$ cat src/rtl/mem_port_arbiter_pkg.sv
// Shared types and default sizes for the data-memory port arbiter.
package mem_arb_pkg;

    localparam int DEF_DATA_W    = 16;
    localparam int DEF_ADDR_W    = 8;
    localparam int DEF_MAX_BURST = 4;

    typedef enum logic {CPU_FIRST, HOST_FIRST} prio_t;

    typedef enum logic [1:0] {NONE, CPU, HOST} owner_t;

endpackage

$ cat src/rtl/mem_port_arbiter_if.sv
// CPU port, host/debug port and memory-array signals of the arbiter.
interface mem_port_arbiter_if
    import mem_arb_pkg::*;
#(
    parameter int DATA_W = DEF_DATA_W,
    parameter int ADDR_W = DEF_ADDR_W
);

    logic              cpu_req;
    logic              cpu_we;
    logic [ADDR_W-1:0] cpu_addr;
    logic [DATA_W-1:0] cpu_wdata;
    logic              cpu_gnt;
    logic              cpu_rvalid;
    logic [DATA_W-1:0] cpu_rdata;
    logic              cpu_stall;

    logic              host_req;
    logic              host_we;
    logic [ADDR_W-1:0] host_addr;
    logic [DATA_W-1:0] host_wdata;
    logic              host_gnt;
    logic              host_rvalid;
    logic [DATA_W-1:0] host_rdata;

    logic              mem_en;
    logic              mem_we;
    logic [ADDR_W-1:0] mem_addr;
    logic [DATA_W-1:0] mem_wdata;
    logic [DATA_W-1:0] mem_rdata;

    // Arbiter side.
    modport slave (
        input  cpu_req, cpu_we, cpu_addr, cpu_wdata,
        output cpu_gnt, cpu_rvalid, cpu_rdata, cpu_stall,
        input  host_req, host_we, host_addr, host_wdata,
        output host_gnt, host_rvalid, host_rdata,
        output mem_en, mem_we, mem_addr, mem_wdata,
        input  mem_rdata
    );

    // Requesters plus memory array side.
    modport master (
        output cpu_req, cpu_we, cpu_addr, cpu_wdata,
        input  cpu_gnt, cpu_rvalid, cpu_rdata, cpu_stall,
        output host_req, host_we, host_addr, host_wdata,
        input  host_gnt, host_rvalid, host_rdata,
        input  mem_en, mem_we, mem_addr, mem_wdata,
        output mem_rdata
    );

endinterface

$ cat src/rtl/mem_port_arbiter.sv
// Shares the single-port data memory between the CPU memory stage and the
// host/debug port: one access per cycle, 1-cycle read data routed to its owner.
module mem_port_arbiter
    import mem_arb_pkg::*;
#(
    parameter int DATA_W    = DEF_DATA_W,
    parameter int ADDR_W    = DEF_ADDR_W,
    parameter int MAX_BURST = DEF_MAX_BURST
) (
    input  logic              CLK,
    input  logic              rst,
    input  logic              do_halt,
    mem_port_arbiter_if.slave bus
);

    localparam int            BW          = $clog2(MAX_BURST + 1);
    localparam logic [BW-1:0] BURST_LIMIT = BW'(MAX_BURST);

    prio_t             prio_q, prio_d;
    logic [BW-1:0]     burst_cnt_q, burst_cnt_d;
    owner_t            rd_owner_q, rd_owner_d;
    logic [DATA_W-1:0] cpu_rdata_q, cpu_rdata_d;
    logic [DATA_W-1:0] host_rdata_q, host_rdata_d;
    logic [ADDR_W-1:0] mem_addr_q, mem_addr_d;
    logic [DATA_W-1:0] mem_wdata_q, mem_wdata_d;

    logic cpu_gnt;
    logic host_gnt;
    logic host_masked;
    logic mem_we;

    // Grants are forced low while reset is asserted so nothing reaches the array.
    always_comb begin
        cpu_gnt     = 1'b0;
        host_gnt    = 1'b0;
        host_masked = (burst_cnt_q == BURST_LIMIT) && bus.cpu_req;
        if (!rst) begin
            cpu_gnt  = 1'b0;
            host_gnt = 1'b0;
        end else if (do_halt) begin
            host_gnt = bus.host_req;
        end else if (bus.cpu_req && bus.host_req && !host_masked) begin
            cpu_gnt  = (prio_q == CPU_FIRST);
            host_gnt = (prio_q == HOST_FIRST);
        end else begin
            cpu_gnt  = bus.cpu_req;
            host_gnt = bus.host_req && !host_masked;
        end
    end

    always_comb begin
        mem_we      = 1'b0;
        mem_addr_d  = mem_addr_q;
        mem_wdata_d = mem_wdata_q;
        if (cpu_gnt) begin
            mem_we      = bus.cpu_we;
            mem_addr_d  = bus.cpu_addr;
            mem_wdata_d = bus.cpu_wdata;
        end else if (host_gnt) begin
            mem_we      = bus.host_we;
            mem_addr_d  = bus.host_addr;
            mem_wdata_d = bus.host_wdata;
        end
    end

    // Fairness state is frozen while halted so contention resumes where it left off.
    always_comb begin
        prio_d      = prio_q;
        burst_cnt_d = burst_cnt_q;
        if (!do_halt) begin
            if (cpu_gnt) begin
                prio_d = HOST_FIRST;
            end else if (host_gnt && bus.cpu_req) begin
                prio_d = CPU_FIRST;
            end
            if (cpu_gnt || !bus.cpu_req) begin
                burst_cnt_d = '0;
            end else if (host_gnt) begin
                burst_cnt_d = burst_cnt_q + 1'b1;
            end
        end
    end

    always_comb begin
        rd_owner_d = NONE;
        if (cpu_gnt && !bus.cpu_we) begin
            rd_owner_d = CPU;
        end else if (host_gnt && !bus.host_we) begin
            rd_owner_d = HOST;
        end
        cpu_rdata_d  = (rd_owner_q == CPU)  ? bus.mem_rdata : cpu_rdata_q;
        host_rdata_d = (rd_owner_q == HOST) ? bus.mem_rdata : host_rdata_q;
    end

    // Clearing rd_owner drops any read in flight when reset hits.
    always_ff @(posedge CLK or negedge rst) begin
        if (!rst) begin
            prio_q       <= CPU_FIRST;
            burst_cnt_q  <= '0;
            rd_owner_q   <= NONE;
            cpu_rdata_q  <= '0;
            host_rdata_q <= '0;
            mem_addr_q   <= '0;
            mem_wdata_q  <= '0;
        end else begin
            prio_q       <= prio_d;
            burst_cnt_q  <= burst_cnt_d;
            rd_owner_q   <= rd_owner_d;
            cpu_rdata_q  <= cpu_rdata_d;
            host_rdata_q <= host_rdata_d;
            mem_addr_q   <= mem_addr_d;
            mem_wdata_q  <= mem_wdata_d;
        end
    end

    assign bus.cpu_gnt     = cpu_gnt;
    assign bus.host_gnt    = host_gnt;
    assign bus.cpu_stall   = rst && bus.cpu_req && !cpu_gnt;
    assign bus.cpu_rvalid  = (rd_owner_q == CPU);
    assign bus.host_rvalid = (rd_owner_q == HOST);
    assign bus.cpu_rdata   = cpu_rdata_d;
    assign bus.host_rdata  = host_rdata_d;

    assign bus.mem_en    = cpu_gnt | host_gnt;
    assign bus.mem_we    = mem_we;
    assign bus.mem_addr  = mem_addr_d;
    assign bus.mem_wdata = mem_wdata_d;

    a_one_grant: assert property (@(posedge CLK) disable iff (!rst) !(cpu_gnt && host_gnt));
    a_halt_no_cpu: assert property (@(posedge CLK) disable iff (!rst) do_halt |-> !cpu_gnt);
    a_burst_bound: assert property (@(posedge CLK) disable iff (!rst) burst_cnt_q <= BURST_LIMIT);

endmodule
$ cat src/flat_wrapper.sv
// flat-port wrapper written by rule: the top's interface ports become plain ports
module mem_port_arbiter_flat import mem_arb_pkg::*;
#(
    parameter int DATA_W    = DEF_DATA_W,
    parameter int ADDR_W    = DEF_ADDR_W,
    parameter int MAX_BURST = DEF_MAX_BURST
)
  (CLK, rst, do_halt, bus_cpu_req, bus_cpu_we, bus_cpu_addr, bus_cpu_wdata, bus_cpu_gnt, bus_cpu_rvalid, bus_cpu_rdata, bus_cpu_stall, bus_host_req, bus_host_we, bus_host_addr, bus_host_wdata, bus_host_gnt, bus_host_rvalid, bus_host_rdata, bus_mem_en, bus_mem_we, bus_mem_addr, bus_mem_wdata, bus_mem_rdata);
  mem_port_arbiter_if #(.DATA_W(DATA_W), .ADDR_W(ADDR_W)) bus_i ();
  input  logic CLK;
  input  logic rst;
  input  logic do_halt;
  input wire logic [$bits(bus_i.cpu_req)-1:0] bus_cpu_req;
  input wire logic [$bits(bus_i.cpu_we)-1:0] bus_cpu_we;
  input wire logic [$bits(bus_i.cpu_addr)-1:0] bus_cpu_addr;
  input wire logic [$bits(bus_i.cpu_wdata)-1:0] bus_cpu_wdata;
  output wire logic [$bits(bus_i.cpu_gnt)-1:0] bus_cpu_gnt;
  output wire logic [$bits(bus_i.cpu_rvalid)-1:0] bus_cpu_rvalid;
  output wire logic [$bits(bus_i.cpu_rdata)-1:0] bus_cpu_rdata;
  output wire logic [$bits(bus_i.cpu_stall)-1:0] bus_cpu_stall;
  input wire logic [$bits(bus_i.host_req)-1:0] bus_host_req;
  input wire logic [$bits(bus_i.host_we)-1:0] bus_host_we;
  input wire logic [$bits(bus_i.host_addr)-1:0] bus_host_addr;
  input wire logic [$bits(bus_i.host_wdata)-1:0] bus_host_wdata;
  output wire logic [$bits(bus_i.host_gnt)-1:0] bus_host_gnt;
  output wire logic [$bits(bus_i.host_rvalid)-1:0] bus_host_rvalid;
  output wire logic [$bits(bus_i.host_rdata)-1:0] bus_host_rdata;
  output wire logic [$bits(bus_i.mem_en)-1:0] bus_mem_en;
  output wire logic [$bits(bus_i.mem_we)-1:0] bus_mem_we;
  output wire logic [$bits(bus_i.mem_addr)-1:0] bus_mem_addr;
  output wire logic [$bits(bus_i.mem_wdata)-1:0] bus_mem_wdata;
  input wire logic [$bits(bus_i.mem_rdata)-1:0] bus_mem_rdata;
  assign bus_i.cpu_req = bus_cpu_req;
  assign bus_i.cpu_we = bus_cpu_we;
  assign bus_i.cpu_addr = bus_cpu_addr;
  assign bus_i.cpu_wdata = bus_cpu_wdata;
  assign bus_cpu_gnt = bus_i.cpu_gnt;
  assign bus_cpu_rvalid = bus_i.cpu_rvalid;
  assign bus_cpu_rdata = bus_i.cpu_rdata;
  assign bus_cpu_stall = bus_i.cpu_stall;
  assign bus_i.host_req = bus_host_req;
  assign bus_i.host_we = bus_host_we;
  assign bus_i.host_addr = bus_host_addr;
  assign bus_i.host_wdata = bus_host_wdata;
  assign bus_host_gnt = bus_i.host_gnt;
  assign bus_host_rvalid = bus_i.host_rvalid;
  assign bus_host_rdata = bus_i.host_rdata;
  assign bus_mem_en = bus_i.mem_en;
  assign bus_mem_we = bus_i.mem_we;
  assign bus_mem_addr = bus_i.mem_addr;
  assign bus_mem_wdata = bus_i.mem_wdata;
  assign bus_i.mem_rdata = bus_mem_rdata;
  mem_port_arbiter #(.DATA_W(DATA_W), .ADDR_W(ADDR_W), .MAX_BURST(MAX_BURST)) u_core (.CLK(CLK), .rst(rst), .do_halt(do_halt), .bus(bus_i));
endmodule
$ cat config.mk
export PLATFORM = sky130hd
export DESIGN_NAME = mem_port_arbiter_flat
export DESIGN_NICKNAME = d
export VERILOG_FILES = /design/src/rtl/mem_port_arbiter_pkg.sv /design/src/rtl/mem_port_arbiter_if.sv /design/src/rtl/mem_port_arbiter.sv /design/src/flat_wrapper.sv
export SDC_FILE = /design/constraint.sdc
export NUM_CORES = 1
export LEC_CHECK = 0
export CORE_ASPECT_RATIO = 1.5
export CORE_MARGIN = 4
export CORE_UTILIZATION = 43
export DETAILED_ROUTE_END_ITERATION = 10
export PLACE_DENSITY = 0.85
export SYNTH_ARGS = -nofsm -noshare
export SYNTH_HDL_FRONTEND = slang
export SYNTH_SLANG_ARGS = --single-unit
$ cat constraint.sdc
create_clock -name CLK -period 4.05 [get_ports CLK]
set_input_delay 0.405 -clock CLK [delete_from_list [all_inputs] [get_ports CLK]]
set_output_delay 0.405 -clock CLK [all_outputs]
set_load 0.005 [all_outputs]
== Word-level counts from Yosys, hierarchy flattened ==
Cells that the tools add are included.
Operators by class
  bitwise logic cells: 3
  shift operators: 0
  magnitude comparators: 0
  reduce and logical (&&, ||, !) cells: 19
  add/sub/neg operators: 1
  muxes and demuxes: 20
  multiply operators: 0
  divide/modulo/power cells: 0
  equal/unequal tests: 3
Operators by type and width (number)
  two-way mux 16 bit: 4
  two-way mux 8 bit: 2
  two-way mux 1 bit: 10
  logical AND 1 bit: 9
  two-way mux 3 bit: 2
  zero test 1 bit: 5
  two-way mux 2 bit: 2
  AND reduction 2 bit: 2
  nonzero test 2 bit: 2
  adder 3 x 1 -> 3 bit (second input constant): 1
  == test 3 bit (second input constant): 1
  == test 2 x 1 -> 1 bit (second input constant): 1
  == test 2 bit (second input constant): 1
  inverter 1 bit: 2
  logical OR 1 bit: 1
  bitwise OR 1 bit: 1
Word-level totals
  memories kept: 0
  register bits: 62
  ROM bits: 0
  word-level logic and storage cells: 53
  input port bits: 71
  RAM bits: 0
  latch bits: 0

== Logic depth before layout (Yosys ltp) ==
Gate-level depths: netlist (run 1).
  depth after elaboration: 10
  gate-level depth with buffers: 9
  depth with buffers taken out: 8

== Least setup slack after synthesis (run 1) ==
Ideal clock, no wire load.
  path kind: register -> output
  start: register u_core.burst_cnt_q[0]
  end: output port bus_mem_addr[5]
  arrival: 1.653 ns
  cell stages (with the launch flop): 8
  path slack: 1.992 ns
  data required time: 3.645 ns
  buffers on the path: 1
  cells stage by stage: dfrtp_1 > inv_1 > ha_1 > a21boi_2 > nand2_1 > nand3_2 > clkbuf_1 > a2bb2oi_1
Between the ends
  longest elaborated chain between the ends: 9
  elaborated cells on any way between the ends: 13
  those cells by class: eq/ne: 1; mux: 8; reduce/logical: 4
Ends and longest elaborated chain
  start: declaration: RTL line mem_port_arbiter.sv:20  | logic [BW-1:0] burst_cnt_q, burst_cnt_d;
  start signal: assignment: RTL line mem_port_arbiter.sv:107  | burst_cnt_q <= burst_cnt_d;
  == test 3 bit (*): RTL line mem_port_arbiter.sv:36  | host_masked = (burst_cnt_q == BURST_LIMIT) && bus.cpu_req;
  logical AND 1 bit (*): RTL line mem_port_arbiter.sv:36
  zero test 1 bit (*): RTL line mem_port_arbiter.sv:42, mem_port_arbiter.sv:47
  logical AND 1 bit (on tied branches): RTL line mem_port_arbiter.sv:47, mem_port_arbiter.sv:42
  two-way mux 1 bit: RTL line mem_port_arbiter.sv:42  | end else if (bus.cpu_req && bus.host_req && !host_masked) begin
  two-way mux 1 bit: RTL line mem_port_arbiter.sv:40  | end else if (do_halt) begin
  two-way mux 1 bit: RTL line mem_port_arbiter.sv:37  | if (!rst) begin
  two-way mux 8 bit: RTL line mem_port_arbiter.sv:59  | end else if (host_gnt) begin
  two-way mux 8 bit (*): RTL line mem_port_arbiter.sv:55  | if (cpu_gnt) begin
  end: declaration: RTL line flat_wrapper.sv:30  | output wire logic [$bits(bus_i.mem_addr)-1:0] bus_mem_addr;
Every way passes the cells marked *; elsewhere a longest branch is shown, timed or not.

== Worst setup path in the final report (run 1) ==
  start: input port bus_cpu_req
  end: output port bus_mem_addr[6]
Between the ends
  longest elaborated chain between the ends: 8
  elaborated cells on any way between the ends: 13
  those cells by class: mux: 8; reduce/logical: 5
Ends and longest elaborated chain
  start: declaration: RTL line flat_wrapper.sv:13  | input wire logic [$bits(bus_i.cpu_req)-1:0] bus_cpu_req;
  logical AND 1 bit: RTL line mem_port_arbiter.sv:36
  zero test 1 bit: RTL line mem_port_arbiter.sv:42, mem_port_arbiter.sv:47
  logical AND 1 bit (on tied branches): RTL line mem_port_arbiter.sv:47, mem_port_arbiter.sv:42
  two-way mux 1 bit: RTL line mem_port_arbiter.sv:42
  two-way mux 1 bit: RTL line mem_port_arbiter.sv:40
  two-way mux 1 bit: RTL line mem_port_arbiter.sv:37
  two-way mux 8 bit: RTL line mem_port_arbiter.sv:59
  two-way mux 8 bit (*): RTL line mem_port_arbiter.sv:55
Marks and branches as above.

==> key figures, run 1 <==
Worst setup path
  – Crit-path slowest cell: clkdlybuf4s50_1
  – Crit path capture type: output port
  – CP top delay family: buffers and inverters
  – Flop2flop setup slack: 2.11 ns
  – Required @ worst endpoint: 3.64 ns
  – Worst Setup Start Kind: input pin
  – CP max FO: 20
  – WP buf/inv: 4
  – Most used cell, CP: clkdlybuf4s50_1
  – Slowest stage delay, CP: 0.64 ns
  – CP Class: in2out
  – Cell Chain, Critical Path: clkdlybuf4s50_1 > inv_2 > o311ai_4 > buf_4 > nand2_1 > a2bb2oi_1 > clkdlybuf4s50_1
  – CP arrival: 2.85 ns

Route
  – Remaining DRCs: 0
  – Routed WL per cell: 16.91 um
  – Routed Antenna Nets: 0
  – Initial DRC Count: 96
  – Vias per cell: 5.252
  – Drt pass-1 iters: 4
  – WL final: 7.238 mm
  – Routed via count: 2248

Synth
  – Synth Area per Inst: 12.30 sq um
  – Synthesis warning total: 0
  – Synth Instances: 216
  – Synthesized area: 0.002656 sq mm
  – Synth Net Count: 289
  – Netlist cell types: 30
  – #FFs+latches synth: 62
  – Seq/Total Area, Yosys: 58.41%

STA
  – Setup TNS Final: 0 ns
  – Max-slew violation count: 0
  – Final period util: 80.35%
  – Slew at the pin closest to its max-slew limit: 0.8714 ns
  – Final hold vios: 0
  – Final setup vio count: 0
  – Max Clock Skew: 0.004590 ns
  – RSZ-0062 raised after global routing: no
  – Min Tclk post-route: 3.254 ns
  – Relative slew slack: 41.65%
  – FMAX: 307.3 MHz

Clock network
  – Hold buffers post-CTS: 0
  – H-tree levels: 3
  – Root buffer cell: clkbuf_8
  – Postcts setup bufs: 0
  – Cts bufs inserted: 9
  – CTS Buffer Depth: 2
  – Post-CTS sizing: 0
  – Clock transition at the registers of the reported paths: 0.06 ns
  – CTS Sinks: 62
  – Clk_lat worst skew: 0.32 ns
  – CTS tree: done

Placement
  – Routability cong.: 0.7599
  – Detailed placement HPWL: 5.306 mm
  – # placed instances: 412
  – I/O Buffers: 133

Floorplanning
  – Die Wd: 72.18 um
  – Starting Density: 44.92%
  – Standard-cell rows: 34
  – I/O Pins: 134
  – DIE AREA: 0.007525 sq mm
  – Placeable Area: 0.005913 sq mm
  – Die Y: 104.3 um

Cells and area
  – Ratio of cells with drive above 1 in the final layout: 16.29%
  – Ant. Diodes: 0
  – Synth-to-Final Area Change: 59.63%
  – Nets: 424
  – Post-Layout Cell Count: 428

Global routing
  – Grt met2 use: 34.42%
  – Busiest grt layer: met2
  – GRT Overall Usage: 19.59%
  – Met1 usage: 21.46%
  – First-pass GRT wire length: 11.55 mm
  – Largest net degree at the start of global routing: 46
  – Vias in the first global route: 2493
  – GRT overflow: 0
  – Initial antenna violation count: 0
  – GR Util met3: 6.673%

Flow run
  – Max_cap viols: 0

Pwr
  – Worst VDD drop: 274.2 uV
  – Leakage Power: 1.831 nW
  – Pwr Density: 466.4 mW/mm^2

Hold path
  – HP Class: in2async

Status
  – Status: completed
==> report_power, final <==
part | internal [mW] | switching (mW)
Combinational | 0.389 | 0.218
Clock | 0.362 | 0.223
Sequential | 0.750 | 0.0356
Total | 1.50 | 0.477
==> cell families after synthesis <==
family / after synthesis / share of synthesized area, %
and+or+nand+nor: 44 / 7.348
AOI/OAI and AO/OA: 58 / 16.06
buffers and inverters: 18 / 3.674
DFF: 62 / 58.41
muxes: 32 / 13.57
adders and majority gates: 2 / 0.9419
==> synthesized netlist by cell type <==
cell type	instances	area share, %
dfrtp_1	62	58
nand2_1	30	4.2
nand3_1	1	0.19
buf_2	4	0.75
clkbuf_1	4	0.57
nor2b_1	1	0.24
o22ai_1	1	0.24
a21oi_1	24	4.5
nor2_1	4	0.57
and3_1	2	0.47
o311ai_4	1	0.99
o21ai_0	2	0.38
nand3_2	1	0.38
nand4_1	2	0.47
nand2b_1	1	0.24
a21bo_2	1	0.38
inv_1	3	0.42
nand3b_1	1	0.28
ha_1	2	0.94
a21boi_2	1	0.42
inv_4	1	0.24
o31ai_1	1	0.28
inv_2	2	0.28
buf_6	2	0.85
mux2_2	32	14
a22o_1	2	0.66
buf_4	2	0.57
and2b_1	1	0.28
a2bb2oi_1	24	7.9
o21a_1	1	0.28
==> path summary, 6_finish.rpt <==
kind,start,endpoint,cells after the start
setup / recovery,bus_cpu_req,bus_mem_addr[6],7
hold / removal,rst,u_core.mem_addr_q[2]$_DFF_PN0_,1
setup reg to reg,u_core.burst_cnt_q[1]$_DFFE_PN0P_,u_core.mem_addr_q[6]$_DFF_PN0_,7
hold reg to reg,u_core.host_rdata_q[4]$_DFF_PN0_,u_core.host_rdata_q[4]$_DFF_PN0_,1
max in group asynchronous,rst,u_core.mem_wdata_q[6]$_DFF_PN0_,2
min in group CLK,u_core.host_rdata_q[4]$_DFF_PN0_,u_core.host_rdata_q[4]$_DFF_PN0_,1
==> flip-flops by register name (all words and copies together), names as in the netlist <==
register             count
u_core.cpu_rdata_q      16
u_core.mem_wdata_q      16
u_core.host_rdata_q     16
u_core.rd_owner_q        2
u_core.prio_q            1
u_core.burst_cnt_q       3
u_core.mem_addr_q        8
==> final cells by class <==
| type | instances | area, sq um |
|---|---|---|
| Clock inverter | 4 | 70.07 |
| Clock buffer | 12 | 145.1 |
| Tap cell | 72 | 90.09 |
| Fill cell | 457 | 1673 |
| Sequential cell | 62 | 1551 |
| Inverter | 6 | 25.02 |
| Timing Repair Buffer | 136 | 1349 |
| Multi-Input combinational cell | 136 | 1010 |
==> routing by layer <==
metal	vias to the layer above	routed length [um]
li1	1041	-
met1	1091	2602
met2	104	3906
met3	12	614
met4	0	114
met5	-	0
==> stage by stage <==
stage	area (sq um)	hold slack [ns]	util [%]	power (mW)	setup WS, ns
finish	4240	0.06875	71.71	1.978	0.7957
global route	4240	0.07454	71.71	2.080	0.6652
CTS	4240	0.06266	71.71	2.007	0.8054
detailed placement	4025	0.4240	68.07	1.412	0.8199
global placement	4025	0.4091	68.07	1.391	0.9127
floorplan	2656	0.1094	-	1.008	1.992
==> cell usage in the layout (no fill, tap or decap), types with 2 or more instances in the layout <==
cell type / count
clkdlybuf4s50_1: 132
a2bb2oi_1: 24
and3_1: 2
buf_4: 3
dfrtp_1: 62
ha_1: 2
nand4_1: 2
clkinv_2: 2
o21ai_0: 2
nand2_1: 30
clkbuf_1: 2
inv_1: 3
inv_2: 2
a21oi_1: 24
clkbuf_8: 10
bufinv_16: 2
mux2_2: 32
nor2_1: 4
a22o_1: 2
==> worst reg2reg max path: cells and delay by family (launching register included) <==
family / cells / cell delay, ns
AND/OR/NAND/NOR: 1 / 0.09
adder cells (fa/ha/maj): 1 / 0.17
AO/OA/AOI/OAI: 3 / 0.76
flip-flops: 1 / 0.40
buffers and inverters: 2 / 0.42
No activity file was read; power rests on OpenSTA's default activity.
==> inputs of run 2 (changes only) <==
--- a/config.mk
+++ b/config.mk
@@ -7,9 +7,9 @@
 export LEC_CHECK = 0
 export CORE_ASPECT_RATIO = 1.5
 export CORE_MARGIN = 4
-export CORE_UTILIZATION = 43
+export CORE_UTILIZATION = 40
 export DETAILED_ROUTE_END_ITERATION = 10
-export PLACE_DENSITY = 0.85
+export PLACE_DENSITY = 0.8
 export SYNTH_ARGS = -nofsm -noshare
 export SYNTH_HDL_FRONTEND = slang
 export SYNTH_SLANG_ARGS = --single-unit
==> constraint.sdc (replaced) <==
create_clock -name CLK -period 3.2 [get_ports CLK]
set_input_delay 0.32 -clock CLK [delete_from_list [all_inputs] [get_ports CLK]]
set_output_delay 0.32 -clock CLK [all_outputs]
set_load 0.005 [all_outputs]
==> key figures, run 2 (synthesis results as in run 1) <==
Status
  – Status: completed

Route
  – Routed wl met3: 603 um (-1.8%)
  – Drt pass-1 iters: 4 (unchanged)
  – WL final: 7.408 mm (+2.3%)
  – Top layer in use: met4
  – WL met1: 2.643 mm (+1.6%)
  – Routed Antenna Nets: 0 (unchanged)
  – Remaining DRCs: 0 (unchanged)
  – Initial DRC Count: 78 (-19%)
  – Routed WL per cell: 17.07 um (+0.93%)
  – Met2 wire len: 4.027 mm (+3.1%)
  – Vias per cell: 5.122 (-2.5%)
  – Routed via count: 2223 (-1.1%)

STA
  – Slew at the pin closest to its max-slew limit: 0.9039 ns (+0.03252 ns)
  – Max-slew violation count: 0 (unchanged)
  – Final hold vios: 0 (unchanged)
  – Setup TNS Final: 0 ns (unchanged)
  – RSZ-0062 raised after global routing: no
  – Relative slew slack: 39.74% (-1.9 points)
  – Max Clock Skew: 0.006109 ns (+0.001519 ns)
  – Min Tclk post-route: 3.029 ns
  – Final setup vio count: 0 (unchanged)
  – Setup WS post-layout: 0.1705 ns (-0.6252 ns)
  – FMAX: 330.1 MHz
  – Final period util: 94.67%

Floorplanning
  – Placeable Area: 0.006486 sq mm (+9.7%)
  – I/O Pins: 134 (unchanged)
  – Die Wd: 74.54 um (+3.3%)
  – DIE AREA: 0.008035 sq mm (+6.8%)
  – Starting Density: 40.95% (-4.0 points)
  – Standard-cell rows: 36 (+5.9%)
  – Die Y: 107.8 um (+3.4%)

Placement
  – DP Worst Slack: 0.2563 ns (-0.5636 ns)
  – Detailed placement HPWL: 5.324 mm (+0.33%)
  – Routability cong.: 0.8462 (+11%)
  – I/O Buffers: 133 (unchanged)
  – # placed instances: 418 (+1.5%)

Worst setup path
  – CP Class: reg2out
  – Required @ worst endpoint: 2.88 ns (-0.76 ns)
  – Slowest stage delay, CP: 0.56 ns (-0.08 ns)
  – Worst path depth: 9 (+2)
  – Worst r2r src: u_core.burst_cnt_q[0]$_DFFE_PN0P_
  – Cell Chain, Critical Path: inv_1 > ha_1 > a21boi_2 > o311ai_4 > buf_4 > inv_6 > a21oi_1 > a2bb2oi_1 > clkdlybuf4s50_1
  – Crit path from: u_core.burst_cnt_q[0]$_DFFE_PN0P_
  – CP arrival: 2.71 ns (-0.14 ns)
  – Reg2reg path depth: 8 (+1)
  – Crit-path slowest cell: clkdlybuf4s50_1
  – WP buf/inv: 4 (unchanged)
  – CP max FO: 27 (+35%)
  – Worst Setup Start Kind: flip-flop
  – CP top delay family: buffers and inverters
  – Crit path capture type: output port

Cells and area
  – Nets: 426 (+0.47%)
  – Largest regs: u_core.cpu_rdata_q: 16 flops, u_core.host_rdata_q: 16 flops, u_core.mem_wdata_q: 16 flops
  – Ant. Diodes: 0 (unchanged)
  – Most frequent cells in the layout: clkdlybuf4s50_1 (132), dfrtp_1 (62), mux2_2 (32)
  – Final core utilization: 65.51% (-6.2 points)
  – Most common cell after layout, fill and taps aside: clkdlybuf4s50_1
  – Post-Layout Cell Count: 434 (+1.4%)
  – Layout fillers: 545 (+19%)
  – Ratio of cells with drive above 1 in the final layout: 16.76% (+0.47 points)
  – Synth-to-Final Area Change: 59.96%

Global routing
  – Vias in the first global route: 2426 (-2.7%)
  – Largest net degree at the start of global routing: 67 (+46%)
  – GRT Overall Usage: 19.27% (-0.32 points)
  – First-pass GRT wire length: 11.59 mm (+0.30%)
  – GRT overflow: 0 (unchanged)
  – Initial antenna violation count: 0 (unchanged)

Clock network
  – Root buffer cell: clkbuf_8
  – H-tree levels: 3 (unchanged)
  – Postcts setup bufs: 0 (unchanged)
  – Cts bufs inserted: 9 (unchanged)
  – Hold buffers post-CTS: 0 (unchanged)
  – Clock transition at the registers of the reported paths: 0.07 ns (about the same)
  – Clk_lat worst skew: 0.34 ns (+0.02 ns)
  – Post-CTS sizing: 0 (unchanged)
  – CTS tree: done
  – CTS Sinks: 62 (unchanged)
  – CTS Buffer Depth: 2 (unchanged)

Pwr
  – Pwr Density: 580.3 mW/mm^2 (+24%)
  – Leakage Power: 1.829 nW (about the same)
  – Worst VDD drop: 350.2 uV (+28%)
  – Sw frac: 25.23% (+1.1 points)
  – Switching power: 0.6222 mW (+30%)
  – Clk pwr share: 28.5% (-1.1 points)
  – Internal power: 1.844 mW (+23%)
  – Sequential share of power: 40.2% (+0.5 points)
  – Combinational power share: 31.3% (+0.6 points)

Hold path
  – HP Class: in2async

Flow run
  – Max_cap viols: 0 (unchanged)
run 2: changes by cell type in the layout (fill, tap and decap cells not counted), sizes merged:
cell | previous run | this run
clkinv | 2 | 1
bufinv | 2 | 1
clkbuf | 12 | 13
clkinvlp | 0 | 1
buf | 4 | 6
run 2: final timing paths:
kind	slack, ns	end
worst max-delay path	0.17	bus_mem_wdata[3]
worst min-delay path	0.26	u_core.rd_owner_q[1]$_DFF_PN0_
worst max register to register	1.28	u_core.mem_wdata_q[3]$_DFF_PN0_
worst min register to register	0.49	u_core.host_rdata_q[11]$_DFF_PN0_
max in group asynchronous	2.39	u_core.cpu_rdata_q[9]$_DFF_PN0_
min in group CLK	0.49	u_core.host_rdata_q[11]$_DFF_PN0_
run 2: worst reg2reg max path: stages, from the launching register on:
cell       delay (ns)
dfrtp_1          0.40
inv_1            0.06
ha_1             0.20
a21boi_2         0.24
o311ai_4         0.10
buf_4            0.25
inv_6            0.21
a21oi_1          0.10
a2bb2oi_1        0.26
run 2: power groups by stage:
stage	Combinational (mW)	Sequential, mW	Clock, mW
detailed placement	0.778	1.01	0
finish	0.771	0.992	0.703
global route	0.834	1.01	0.762
CTS	0.785	0.993	0.727
floorplan	0.285	0.991	0
global placement	0.765	0.998	0
run 2: layer usage:
metal	up-vias	track usage (%)
met2	97	33.65
met5	-	0
li1	1043	-
met4	0	7.888
met1	1070	19.64
met3	13	8.131
run 2: final cells by class:
class / instances / area, sq um / share of cell area [%]
Clock inverter: 3 / 42.54 / 1.001
Inverter: 6 / 27.53 / 0.6478
Clock buffer: 13 / 158.9 / 3.740
Multi-Input combinational cell: 136 / 1010 / 23.76
Sequential cell: 62 / 1551 / 36.51
Tap cell: 76 / 95.09 / 2.238
Timing Repair Buffer: 138 / 1364 / 32.10
run 2: through the flow:
step                      total power [mW]  cell area [sq um]  hold slack, ns
after floorplan                      1.276               2656         0.02441
after global placement               1.763               4045          0.4779
after detailed placement             1.786               4045          0.4815
after CTS                            2.505               4247          0.2986
after global routing                 2.602               4249          0.3451
final                                2.466               4249          0.2591
